[src/rtl/lsu.sv]
// lsu: load/store unit between the memory stage and dcache.
// Issues one cache access at a time, holds the request until c_ready,
// formats load data by RV64I width/sign, and aborts stuck accesses
// with a watchdog.
module lsu #(
    parameter int unsigned TIMEOUT = 64
) (
    input  logic        clk,
    input  logic        rst,
    input  logic        req_valid,
    input  logic        req_load,
    input  logic        req_store,
    input  logic [2:0]  funct3,
    input  logic [15:0] addr,
    input  logic [63:0] store_data,
    output logic        stall,
    output logic        result_valid,
    output logic [63:0] load_result,
    output logic        err,
    output logic [15:0] c_address,
    output logic [63:0] c_data,
    output logic        c_rd,
    output logic [7:0]  c_wr,
    input  logic        c_ready,
    input  logic [63:0] c_rdata
);

    typedef enum logic [1:0] {
        IDLE,
        REQ,
        RESP
    } state_t;

    state_t      state;
    state_t      state_nxt;
    logic [7:0]  wdog;
    logic [2:0]  f3_q;
    logic        load_q;
    logic        illegal;
    logic        timeout_hit;
    logic [7:0]  wr_mask;
    logic [63:0] fmt_data;

    assign timeout_hit = (wdog == 8'(TIMEOUT - 1));

    // Decode illegal operations and the store byte-enable mask from live inputs
    always_comb begin
        illegal = (req_load == req_store)
                  || (req_load && (funct3 == 3'b111))
                  || (req_store && funct3[2]);
        wr_mask = '0;
        case (funct3[1:0])
            2'b00:   wr_mask = 8'b0000_0001;
            2'b01:   wr_mask = 8'b0000_0011;
            2'b10:   wr_mask = 8'b0000_1111;
            default: wr_mask = 8'b1111_1111;
        endcase
    end

    // Format returned cache data using the funct3 latched at issue
    always_comb begin
        fmt_data = c_rdata;
        case (f3_q)
            3'b000:  fmt_data = {{56{c_rdata[7]}},  c_rdata[7:0]};
            3'b001:  fmt_data = {{48{c_rdata[15]}}, c_rdata[15:0]};
            3'b010:  fmt_data = {{32{c_rdata[31]}}, c_rdata[31:0]};
            3'b100:  fmt_data = {{56{1'b0}}, c_rdata[7:0]};
            3'b101:  fmt_data = {{48{1'b0}}, c_rdata[15:0]};
            3'b110:  fmt_data = {{32{1'b0}}, c_rdata[31:0]};
            default: fmt_data = c_rdata;
        endcase
    end

    // State register
    always_ff @(posedge clk or posedge rst) begin
        if (rst) begin
            state <= IDLE;
        end else begin
            state <= state_nxt;
        end
    end

    // Next-state logic
    always_comb begin
        state_nxt = state;
        case (state)
            IDLE: begin
                if (req_valid) begin
                    state_nxt = illegal ? RESP : REQ;
                end
            end
            REQ: begin
                if (c_ready || timeout_hit) begin
                    state_nxt = RESP;
                end
            end
            RESP:    state_nxt = IDLE;
            default: state_nxt = IDLE;
        endcase
    end

    // Pipeline stall: combinational so the request cycle itself is frozen
    always_comb begin
        stall = ((state == IDLE) && req_valid) || (state == REQ);
    end

    // Registered outputs: cache request, watchdog, result and error pulses
    always_ff @(posedge clk or posedge rst) begin
        if (rst) begin
            c_rd         <= 1'b0;
            c_wr         <= '0;
            c_address    <= '0;
            c_data       <= '0;
            load_result  <= '0;
            result_valid <= 1'b0;
            err          <= 1'b0;
            wdog         <= '0;
            f3_q         <= '0;
            load_q       <= 1'b0;
        end else begin
            result_valid <= 1'b0;
            err          <= 1'b0;
            case (state)
                IDLE: begin
                    if (req_valid) begin
                        if (illegal) begin
                            result_valid <= 1'b1;
                            err          <= 1'b1;
                            load_result  <= '0;
                        end else begin
                            c_address <= addr;
                            f3_q      <= funct3;
                            load_q    <= req_load;
                            wdog      <= '0;
                            if (req_load) begin
                                c_rd <= 1'b1;
                                c_wr <= '0;
                            end else begin
                                c_rd   <= 1'b0;
                                c_data <= store_data;
                                c_wr   <= wr_mask;
                            end
                        end
                    end
                end
                REQ: begin
                    if (c_ready) begin
                        load_result  <= load_q ? fmt_data : '0;
                        c_rd         <= 1'b0;
                        c_wr         <= '0;
                        wdog         <= '0;
                        result_valid <= 1'b1;
                    end else if (timeout_hit) begin
                        load_result  <= '0;
                        c_rd         <= 1'b0;
                        c_wr         <= '0;
                        wdog         <= '0;
                        result_valid <= 1'b1;
                        err          <= 1'b1;
                    end else begin
                        wdog <= wdog + 8'd1;
                    end
                end
                default: begin
                end
            endcase
        end
    end

endmodule

[config.mk]
export PLATFORM = sky130hd
export DESIGN_NAME = lsu
export DESIGN_NICKNAME = d
export VERILOG_FILES = /design/src/rtl/lsu.sv
export SDC_FILE = /design/constraint.sdc
export NUM_CORES = 1
export LEC_CHECK = 0
export CORE_ASPECT_RATIO = 1.5
export CORE_MARGIN = 4
export CORE_UTILIZATION = 42
export CTS_CLUSTER_DIAMETER = 150
export DETAILED_ROUTE_END_ITERATION = 12
export PLACE_DENSITY = 0.8
export SLEW_MARGIN = 20
export SYNTH_ARGS = -nofsm -noshare
export SYNTH_HDL_FRONTEND = slang
export SYNTH_SLANG_ARGS = --single-unit
export TNS_END_PERCENT = 10
[constraint.sdc]
create_clock -name clk -period 7.5 [get_ports clk]
set_input_delay 1.875 -clock clk [delete_from_list [all_inputs] [get_ports clk]]
set_output_delay 1.875 -clock clk [all_outputs]
set_load 0.02 [all_outputs]
==> impl_metrics.py, run 1 <==
metrics = {
    "detailed_routing": {
        "drc_errors": 0,
        "totalWireLength_um": 20070,
        "first_iter_violations": 218,
        "highest_layer": "met4",
        "met2_length_um": 10280,
        "vias": 5770,
        "drtPass1Iterations": 6,
        "drt-wirelength-per-cell_um": 17.76,
        "ant_nets": 0,
        "wl_met3_um": 1572,
        "wl_met1_um": 7686,
        "viasPerCell": 5.106,
    },
    "sta": {
        "tightest_slew_ns": 1.077,
        "fin_setup_tns_ns": 0,
        "skew_ns": 0.01447,
        "fin_crit_ns": 5.483,
        "period_share": 0.7311,
        "slew_viol_final": 0,
        "grt_setup_unrepaired": "false",
        "clock.fmax_mhz": 182.4,
        "setup_viol_count_final": 0,
        "hold_viol_final": 0,
        "slew_headroom": 0.2795,
        "hold_ws_ns": 0.4748,
    },
    "cts": {
        "cts_inserted_buffers": 17,
        "clk_latency_ns": 0.42,
        "clkTransAtPathRegs_ns": 0.07,
        "cts_resized": 0,
        "htree_num_levels": 4,
        "tritoncts": "built",
        "cts.path.max_buffers": 2,
        "clock-sinks": 165,
        "cts_hold_repair.buffers": 0,
        "cts_root_buf": "clkbuf_16",
        "cts_setup_buffers": 0,
    },
    "power_and_ir_drop": {
        "powerDensity_nw_per_um2": 324.4,
        "power_leakage_nw": 4.779,
        "vdd_drop_max_mv": 0.2452,
    },
    "die": {
        "rows": 56,
        "die_w_um": 111.5,
        "die-area_um2": 18200,
        "core_um2": 15700,
        "top_level_ports": 309,
        "die_h_um": 163.3,
        "start_util": 0.4300,
    },
    "final_layout": {
        "finalNetCount": 1067,
        "layout_common_cells": "clkdlybuf4s50_1 (308), nand2_1 (198), dfrtp_1 (165)",
        "syn2layout_area_growth_pct": 55.43,
        "final-instance-count-excl-fill": 1130,
        "drive_gt1_frac": 0.09179,
        "utilization": 0.6684,
        "final_common_cell": "clkdlybuf4s50_1",
        "fillCellCount": 1218,
    },
    "placement": {
        "dp_cells": 1097,
        "hpwl_um": 14590,
        "portBuffers": 308,
        "gp_congestion": 0.8054,
    },
    "synth": {
        "synth_cells": 622,
        "yosysSeqAreaShare": 0.6118,
        "yosysWarnings": 0,
        "synth_edf_count": 0,
        "synth-main-ff-cell": "dfrtp_1",
        "ys_ff_latch": 165,
        "synth_area_um2": 6749,
        "yosysUniqueCellTypes": 44,
        "syn_nets": 776,
        "synthArstFlopShare": 1.000,
        "avgSynthCellArea_um2": 10.85,
    },
    "critical_path": {
        "path_cells": "clkdlybuf4s50_1 > nor2_1 > nor2_1 > clkdlybuf4s50_1",
        "crit_buf_inv": 2,
        "cp.required_ns": 5.62,
        "critPathArrivalTime_ns": 3.61,
        "cp_slowest_cell": "clkdlybuf4s50_1",
        "worst_path_dominant_cell_family": "buffers and inverters",
        "end_kind": "output pin",
        "cpPeakStageDelay_ns": 0.72,
        "critical_path_class": "in2out",
        "crit_fanout": 7,
        "startpoint_type": "primary input",
    },
    "outcome": {
        "status": "completed",
    },
    "run": {
        "max-cap-violations": 0,
    },
    "global_route": {
        "grt_use_total": 0.2207,
        "overflow": 0,
        "grt_pass1_vias": 5984,
        "grt_start_max_net_pins": 68,
        "antenna_found_initial": 0,
        "grt_pass1_wl_um": 31920,
    },
    "worst_hold_path": {
        "min_path_type": "reg2reg",
    },
}
## synthesized netlist by cell type, types with 4 or more instances
| library cell | count | share of area |
|---|---|---|
| buf_2 | 10 | 0.0074 |
| buf_4 | 4 | 0.0044 |
| dfrtp_1 | 165 | 0.61 |
| o2bb2ai_2 | 20 | 0.044 |
| mux2_2 | 19 | 0.032 |
| a21o_1 | 10 | 0.011 |
| nor2_1 | 37 | 0.021 |
| nand2_1 | 199 | 0.11 |
| a21oi_1 | 26 | 0.019 |
| nand3_1 | 6 | 0.0044 |
| clkbuf_1 | 20 | 0.011 |
| o2bb2ai_1 | 30 | 0.039 |
| a22o_1 | 12 | 0.016 |
| inv_1 | 4 | 0.0022 |
| o21ai_0 | 13 | 0.0096 |
## tightest hold or removal path, stage by stage (launching register included)
cell,delay (ns)
dfrtp_1,0.34
nand2_1,0.05
nand2_1,0.05
## area by class of cell
class                           instances  area [µm²]  share of cell area
Antenna cell                            1       2.502           0.0002385
Multi-Input combinational cell        411        2400              0.2288
Tap cell                              203       254.0             0.02421
Timing Repair Buffer                  314        3128              0.2982
Sequential cell                       165        4129              0.3936
Inverter                                4       20.02            0.001908
Clock inverter                         13       113.9             0.01085
Clock buffer                           19       442.9             0.04222
## registers in the layout, indices dropped and copies added (netlist names), 2 cells and up
register / count
c_address: 16
c_wr: 4
f3_q: 3
c_data: 64
wdog: 8
load_result: 64
state: 2
## layer usage
metal  vias to the layer above  GRT usage
met5                         -          0
met4                         0    0.08301
met3                        34    0.07635
met2                       242     0.3806
met1                      2799     0.2538
li1                       2695          -
## power by group
part / switching [mW] / internal, mW
Combinational: 0.666 / 0.612
Clock: 0.386 / 0.445
Sequential: 0.169 / 1.13
Total: 1.22 / 2.18
## logic make-up (layout without fill, tap and decap cells)
logic type | after synthesis | count (layout) | synth area share
xor+xnor | 2 | 2 | 0.002596
simple gates | 263 | 263 | 0.1576
compound gates | 125 | 125 | 0.1567
flops | 165 | 165 | 0.6118
mux | 20 | 20 | 0.03319
buf+inv | 46 | 350 | 0.03634
fa+ha+maj | 1 | 1 | 0.001854
other cells | 0 | 1 | 0
## worst paths after layout
kind	start	end	slack, ns	cells past startpoint
worst max-delay path	req_valid	stall	2.02	4
worst min-delay path	c_data[45]	c_data[45]	0.47	2
worst max register to register	f3_q[1]	load_result[52]	5.10	3
worst min register to register	c_data[45]	c_data[45]	0.47	2
max in group asynchronous	rst	load_result[12]	4.50	3
min in group asynchronous	rst	load_result[48]	1.87	2
## stage by stage
stage	setup slack [ns]	area, µm²	power [mW]
after floorplan	1.163	6749	1.935
after global placement	2.028	9923	2.567
after detailed placement	2.014	9928	2.601
after CTS	2.003	10490	3.441
after global routing	1.896	10490	3.585
final	2.017	10490	3.403
Power figures use the tool's default switching activity.
==> run 2, diff against run 1 <==
==> constraint.sdc (replaced) <==
create_clock -name clk -period 5.26 [get_ports clk]
set_input_delay 1.315 -clock clk [delete_from_list [all_inputs] [get_ports clk]]
set_output_delay 1.315 -clock clk [all_outputs]
set_load 0.02 [all_outputs]
==> run 2 against run 1 <==
Hold slack is essentially flat. Critical path type unchanged. Combinational power grew 42%. Non-clock buffer count grew 1. Routed wire length shrank 0.32%. Sequential share of layout area shrank 0.079 points.
==> impl_metrics.py, run 2 (same netlist as run 1, synthesis figures left out) <==
metrics = {
    "outcome": {
        "status": "completed",
    },
    "power_and_ir_drop": {
        "power_report.internal_total_mw": 3.127,
        "finalPower_mw": 4.861,
        "powerDensity_nw_per_um2": 462.5,
        "p_seq_frac": 0.379,
        "vdd_drop_max_mv": 0.2918,
        "switching_power_mw": 1.734,
        "swShare": 0.3568,
        "clockPowerShare": 0.247,
        "power_leakage_nw": 4.789,
        "power_frac_comb": 0.374,
    },
    "detailed_routing": {
        "vias": 5677,
        "drtPass1Iterations": 4,
        "drc_errors": 0,
        "ant_nets": 0,
        "totalWireLength_um": 20010,
        "first_iter_violations": 272,
        "drt-wirelength-per-cell_um": 17.71,
        "viasPerCell": 5.024,
    },
    "sta": {
        "tightest_slew_ns": 1.037,
        "fin_crit_ns": 4.411,
        "clock.fmax_mhz": 226.7,
        "grt_setup_unrepaired": "false",
        "setup_viol_count_final": 0,
        "slew_viol_final": 0,
        "period_share": 0.8387,
        "hold_viol_final": 0,
        "skew_ns": 0.01151,
        "slew_headroom": 0.3066,
        "fin_setup_tns_ns": 0,
    },
    "critical_path": {
        "reg2reg_depth": 5,
        "regToRegSetupSlack_ns": 2.99,
        "critical_path_class": "in2out",
        "startpoint_type": "primary input",
        "timing.rr.start": "state[1]",
        "rr_endpoint": "load_result[3]",
        "end_kind": "output pin",
        "critPathArrivalTime_ns": 3.10,
        "critical_path.startpoint": "req_valid",
        "path_cells": "clkdlybuf4s50_1 > nor2_1 > nor2_1 > clkdlybuf4s50_1",
        "cpPeakStageDelay_ns": 0.73,
        "cp_slowest_cell": "clkdlybuf4s50_1",
        "crit_fanout": 7,
        "cp.required_ns": 3.94,
    },
    "die": {
        "core_um2": 15700,
        "top_level_ports": 309,
        "die-area_um2": 18200,
        "start_util": 0.4300,
        "die_h_um": 163.3,
        "die_w_um": 111.5,
        "rows": 56,
    },
    "final_layout": {
        "syn2layout_area_growth_pct": 55.75,
        "reg.largest.list": "c_data (64), load_result (64), c_address (16)",
        "num_antenna_cells": 0,
        "finalNetCount": 1068,
        "final_common_cell": "clkdlybuf4s50_1",
        "multi_input_area_um2": 2392,
        "fillCellCount": 1219,
        "regArea_um2": 4129,
        "drive_gt1_frac": 0.09385,
        "layout_common_cells": "clkdlybuf4s50_1 (308), nand2_1 (198), dfrtp_1 (165)",
    },
    "worst_hold_path": {
        "min_path_type": "reg2reg",
        "worst_hold_path.num_cells": 2,
        "min-delay-start": "c_data[50]",
        "holdPathEnd": "c_data[50]",
    },
    "global_route": {
        "grt_pass1_vias": 6028,
        "grt_use_total": 0.2220,
        "grt_pass1_wl_um": 32350,
        "grt_start_max_net_pins": 87,
        "antenna_found_initial": 0,
        "overflow": 0,
    },
    "cts": {
        "cts_resized": 0,
        "clk_latency_ns": 0.41,
        "cts_setup_buffers": 0,
        "cts_inserted_buffers": 17,
        "tritoncts": "built",
        "cts_root_buf": "clkbuf_16",
        "cts.path.max_buffers": 2,
        "clkTransAtPathRegs_ns": 0.07,
        "clock-sinks": 165,
        "cts_hold_repair.buffers": 0,
        "htree_num_levels": 4,
    },
    "placement": {
        "hpwl_um": 14540,
        "portBuffers": 308,
        "gp_congestion": 0.7919,
    },
    "run": {
        "max-cap-violations": 0,
    },
}
[run 2: changes by cell type in the layout (fill, tap and decap cells not counted), sizes merged]
cell | before | now
clkinvlp | 1 | 2
diode | 1 | 0
inv | 12 | 9
clkinv | 4 | 6
buf | 6 | 7
[run 2: final cells by class]
cell class                      instances  area share
Timing Repair Buffer                  315      0.2995
Tap cell                              203     0.02416
Clock inverter                         13     0.01107
Multi-Input combinational cell        411      0.2276
Clock buffer                           19     0.04309
Inverter                                4    0.001786
Sequential cell                       165      0.3928
[run 2: critical path, delay by kind of cell]
kind | cells | cell delay, ns
AND/OR/NAND/NOR | 2 | 0.50
buffers and inverters | 2 | 1.28
[run 2: metal layers]
layer,vias to the layer above,share of wire,wire (µm),track usage
met4,0,0.021,427,0.06862
met5,-,0,0,0
met3,29,0.074,1481,0.07191
li1,2692,-,-,-
met2,226,0.52,10460,0.3926
met1,2730,0.38,7642,0.2564
[run 2: worst max-delay path by stage]
stage                     slack, ns  cells after the start      endpoint
after global routing           0.74                      4         stall
final                          0.85                      4         stall
after CTS                      0.84                      4         stall
after detailed placement       0.85                      4         stall
after global placement         0.88                      4         stall
after floorplan                1.85                      1  c_address[0]
[run 2: per-stage QoR]
step | hold slack, ns | instances | worst slack, ns | cell area [µm²] | util
4_1_cts | 0.4784 | 1130 | 0.8448 | 10510 | 0.6696
3_5_place_dp | 0.4609 | 1098 | 0.8462 | 9940 | 0.6333
6_report | 0.4748 | 1130 | 0.8486 | 10510 | 0.6697
5_1_grt | 0.4900 | 1130 | 0.7437 | 10510 | 0.6697
3_3_place_gp | 0.4561 | 1098 | 0.8786 | 9935 | 0.6330
2_1_floorplan | 0.4700 | 622 | 1.846 | 6753 | -
[run 2: power by group through the flow]
| stage | combinational, mW | sequential (mW) | clock (mW) |
|---|---|---|---|
| CTS | 1.84 | 1.85 | 1.23 |
| finish | 1.82 | 1.84 | 1.20 |
| floorplan | 0.559 | 2.20 | 0 |
| detailed placement | 1.83 | 1.86 | 0 |
| global placement | 1.81 | 1.85 | 0 |
| global route | 1.95 | 1.90 | 1.28 |
==> run 3, diff against run 2 <==
==> constraint.sdc (replaced) <==
create_clock -name clk -period 4.3 [get_ports clk]
set_input_delay 1.075 -clock clk [delete_from_list [all_inputs] [get_ports clk]]
set_output_delay 1.075 -clock clk [all_outputs]
set_load 0.02 [all_outputs]
==> run 3 against run 2 <==
Sequential cell count did not move. Combinational power rose by 24%. First-iteration DRC count fell by 12%. Clock skew fell by 0.0019 ns. Clock-buffer cell count rose by 1. Via count rose by 0.56%. Setup slack got worse by 0.063 ns. Cell area rose by 1.1%. Die area did not move. Core utilization rose by 0.77 points. Register-to-register slack got worse by 1.2 ns. Largest cell class unchanged.
==> impl_metrics.py, run 3 (same netlist as run 1, synthesis figures left out) <==
metrics = {
    "die": {
        "die_h_um": 163.3,
        "core_um2": 15700,
        "start_util": 0.4300,
        "rows": 56,
        "top_level_ports": 309,
        "die-area_um2": 18200,
        "die_w_um": 111.5,
    },
    "global_route": {
        "grt_use_total": 0.2270,
        "antenna_found_initial": 0,
        "grt_pass1_vias": 6181,
        "use_met3": 0.07450,
        "use_met2": 0.3984,
        "grt_pass1_wl_um": 32550,
        "gr-max-usage-layer": "met2",
        "grt_start_max_net_pins": 78,
        "overflow": 0,
        "use_met1": 0.2479,
    },
    "power_and_ir_drop": {
        "power_leakage_nw": 4.839,
        "power_frac_comb": 0.367,
        "powerDensity_nw_per_um2": 575.6,
        "p_seq_frac": 0.369,
        "vdd_drop_max_mv": 0.3808,
        "power_report.internal_total_mw": 4.051,
        "switching_power_mw": 2.069,
        "clockPowerShare": 0.264,
        "finalPower_mw": 6.119,
        "swShare": 0.3381,
    },
    "detailed_routing": {
        "vias": 5709,
        "first_iter_violations": 240,
        "ant_nets": 0,
        "drtPass1Iterations": 4,
        "drt-wirelength-per-cell_um": 18.03,
        "viasPerCell": 5.043,
        "drc_errors": 0,
        "totalWireLength_um": 20410,
    },
    "worst_hold_path": {
        "worst_hold_path.num_cells": 2,
        "holdPathEnd": "c_data[27]",
        "min_path_type": "reg2reg",
        "min-delay-start": "c_data[27]",
    },
    "critical_path": {
        "reg2reg_depth": 3,
        "cp_slowest_cell": "clkdlybuf4s50_1",
        "critPathArrivalTime_ns": 2.44,
        "regToRegSetupSlack_ns": 1.80,
        "rr_endpoint": "load_result[33]",
        "startpoint_type": "primary input",
        "end_kind": "output pin",
        "cpPeakStageDelay_ns": 0.62,
        "crit_fanout": 5,
        "cp.required_ns": 3.22,
        "crit_buf_inv": 2,
        "timing.rr.start": "f3_q[1]",
        "worst_path_dominant_cell_family": "buffers and inverters",
        "path_cells": "clkdlybuf4s50_1 > nor2_1 > nor2_1 > clkdlybuf4s50_1",
        "critical_path_class": "in2out",
    },
    "placement": {
        "hpwl_um": 14860,
        "dp_cells": 1101,
        "gp_congestion": 0.7931,
        "portBuffers": 308,
    },
    "sta": {
        "skew_ns": 0.009643,
        "tightest_slew_ns": 1.094,
        "fin_crit_ns": 3.514,
        "fin_setup_tns_ns": 0,
        "clock.fmax_mhz": 284.6,
        "period_share": 0.8172,
        "slew_headroom": 0.2691,
        "grt_setup_unrepaired": "false",
        "setup_viol_count_final": 0,
        "hold_viol_final": 0,
        "slew_viol_final": 0,
    },
    "cts": {
        "htree_num_levels": 4,
        "clock-sinks": 165,
        "cts_hold_repair.buffers": 0,
        "cts_setup_buffers": 0,
        "cts_inserted_buffers": 17,
        "clkTransAtPathRegs_ns": 0.06,
        "cts.path.max_buffers": 2,
        "clk_latency_ns": 0.42,
        "cts_resized": 0,
        "cts_root_buf": "clkbuf_16",
        "tritoncts": "built",
    },
    "final_layout": {
        "syn2layout_area_growth_pct": 57.53,
        "finalNetCount": 1071,
        "drive_gt1_frac": 0.09365,
        "num_antenna_cells": 0,
        "fillCellCount": 1200,
        "final_common_cell": "clkdlybuf4s50_1",
        "layout_common_cells": "clkdlybuf4s50_1 (308), nand2_1 (199), dfrtp_1 (165)",
        "final-instance-count-excl-fill": 1132,
        "reg.largest.list": "c_data (64), load_result (64), c_address (16)",
        "utilization": 0.6774,
    },
    "run": {
        "max-cap-violations": 0,
    },
    "outcome": {
        "status": "completed",
    },
}
==> run 3: per-stage QoR <==
| step | instance area [µm²] | hold WS (ns) | setup slack (ns) |
|---|---|---|---|
| 3_3_place_gp | 9995 | 0.4569 | 0.8199 |
| 5_1_grt | 10630 | 0.4951 | 0.7194 |
| 3_5_place_dp | 9995 | 0.4610 | 0.7991 |
| 2_1_floorplan | 6753 | 0.4700 | 1.126 |
| 4_1_cts | 10630 | 0.4767 | 0.7884 |
| 6_report | 10630 | 0.4710 | 0.7860 |
==> run 3: power by group through the flow <==
stage | combinational, mW | sequential, mW | clock (mW)
final | 2.25 | 2.26 | 1.61
after global routing | 2.41 | 2.32 | 1.72
after CTS | 2.27 | 2.26 | 1.65
after detailed placement | 2.26 | 2.28 | 0
after global placement | 2.23 | 2.26 | 0
after floorplan | 0.684 | 2.69 | 0
==> run 3: worst max-delay path by stage <==
| stage | startpoint | end | slack [ns] | depth (start not counted) |
|---|---|---|---|---|
| after floorplan | rst | c_address[0] | 1.13 | 1 |
| after global routing | req_valid | stall | 0.72 | 4 |
| after CTS | req_valid | stall | 0.79 | 4 |
| after detailed placement | req_valid | stall | 0.80 | 4 |
| after global placement | req_valid | stall | 0.82 | 4 |
| final | req_valid | stall | 0.79 | 4 |
==> run 3: worst reg2reg max path: stages (launching register included) <==
cell       delay [ns]
dfrtp_1          0.98
nand2_1          0.89
nor2_1           0.42
o2bb2ai_2        0.08
==> run 3: final cells by class <==
cell class | instances | area [µm²] | share of cell area
Sequential cell | 165 | 4129 | 0.3884
Timing Repair Buffer | 318 | 3208 | 0.3018
Multi-Input combinational cell | 411 | 2390 | 0.2248
Clock buffer | 20 | 456.7 | 0.04296
Tap cell | 203 | 254.0 | 0.02389
Clock inverter | 11 | 175.2 | 0.01648
Inverter | 4 | 18.77 | 0.001765
==> run 3: per-layer routing <==
| metal | routed length (µm) | up-vias |
|---|---|---|
| met3 | 1568 | 46 |
| met4 | 738 | 0 |
| met5 | 0 | - |
| met2 | 10510 | 246 |
| met1 | 7592 | 2724 |
| li1 | - | 2693 |
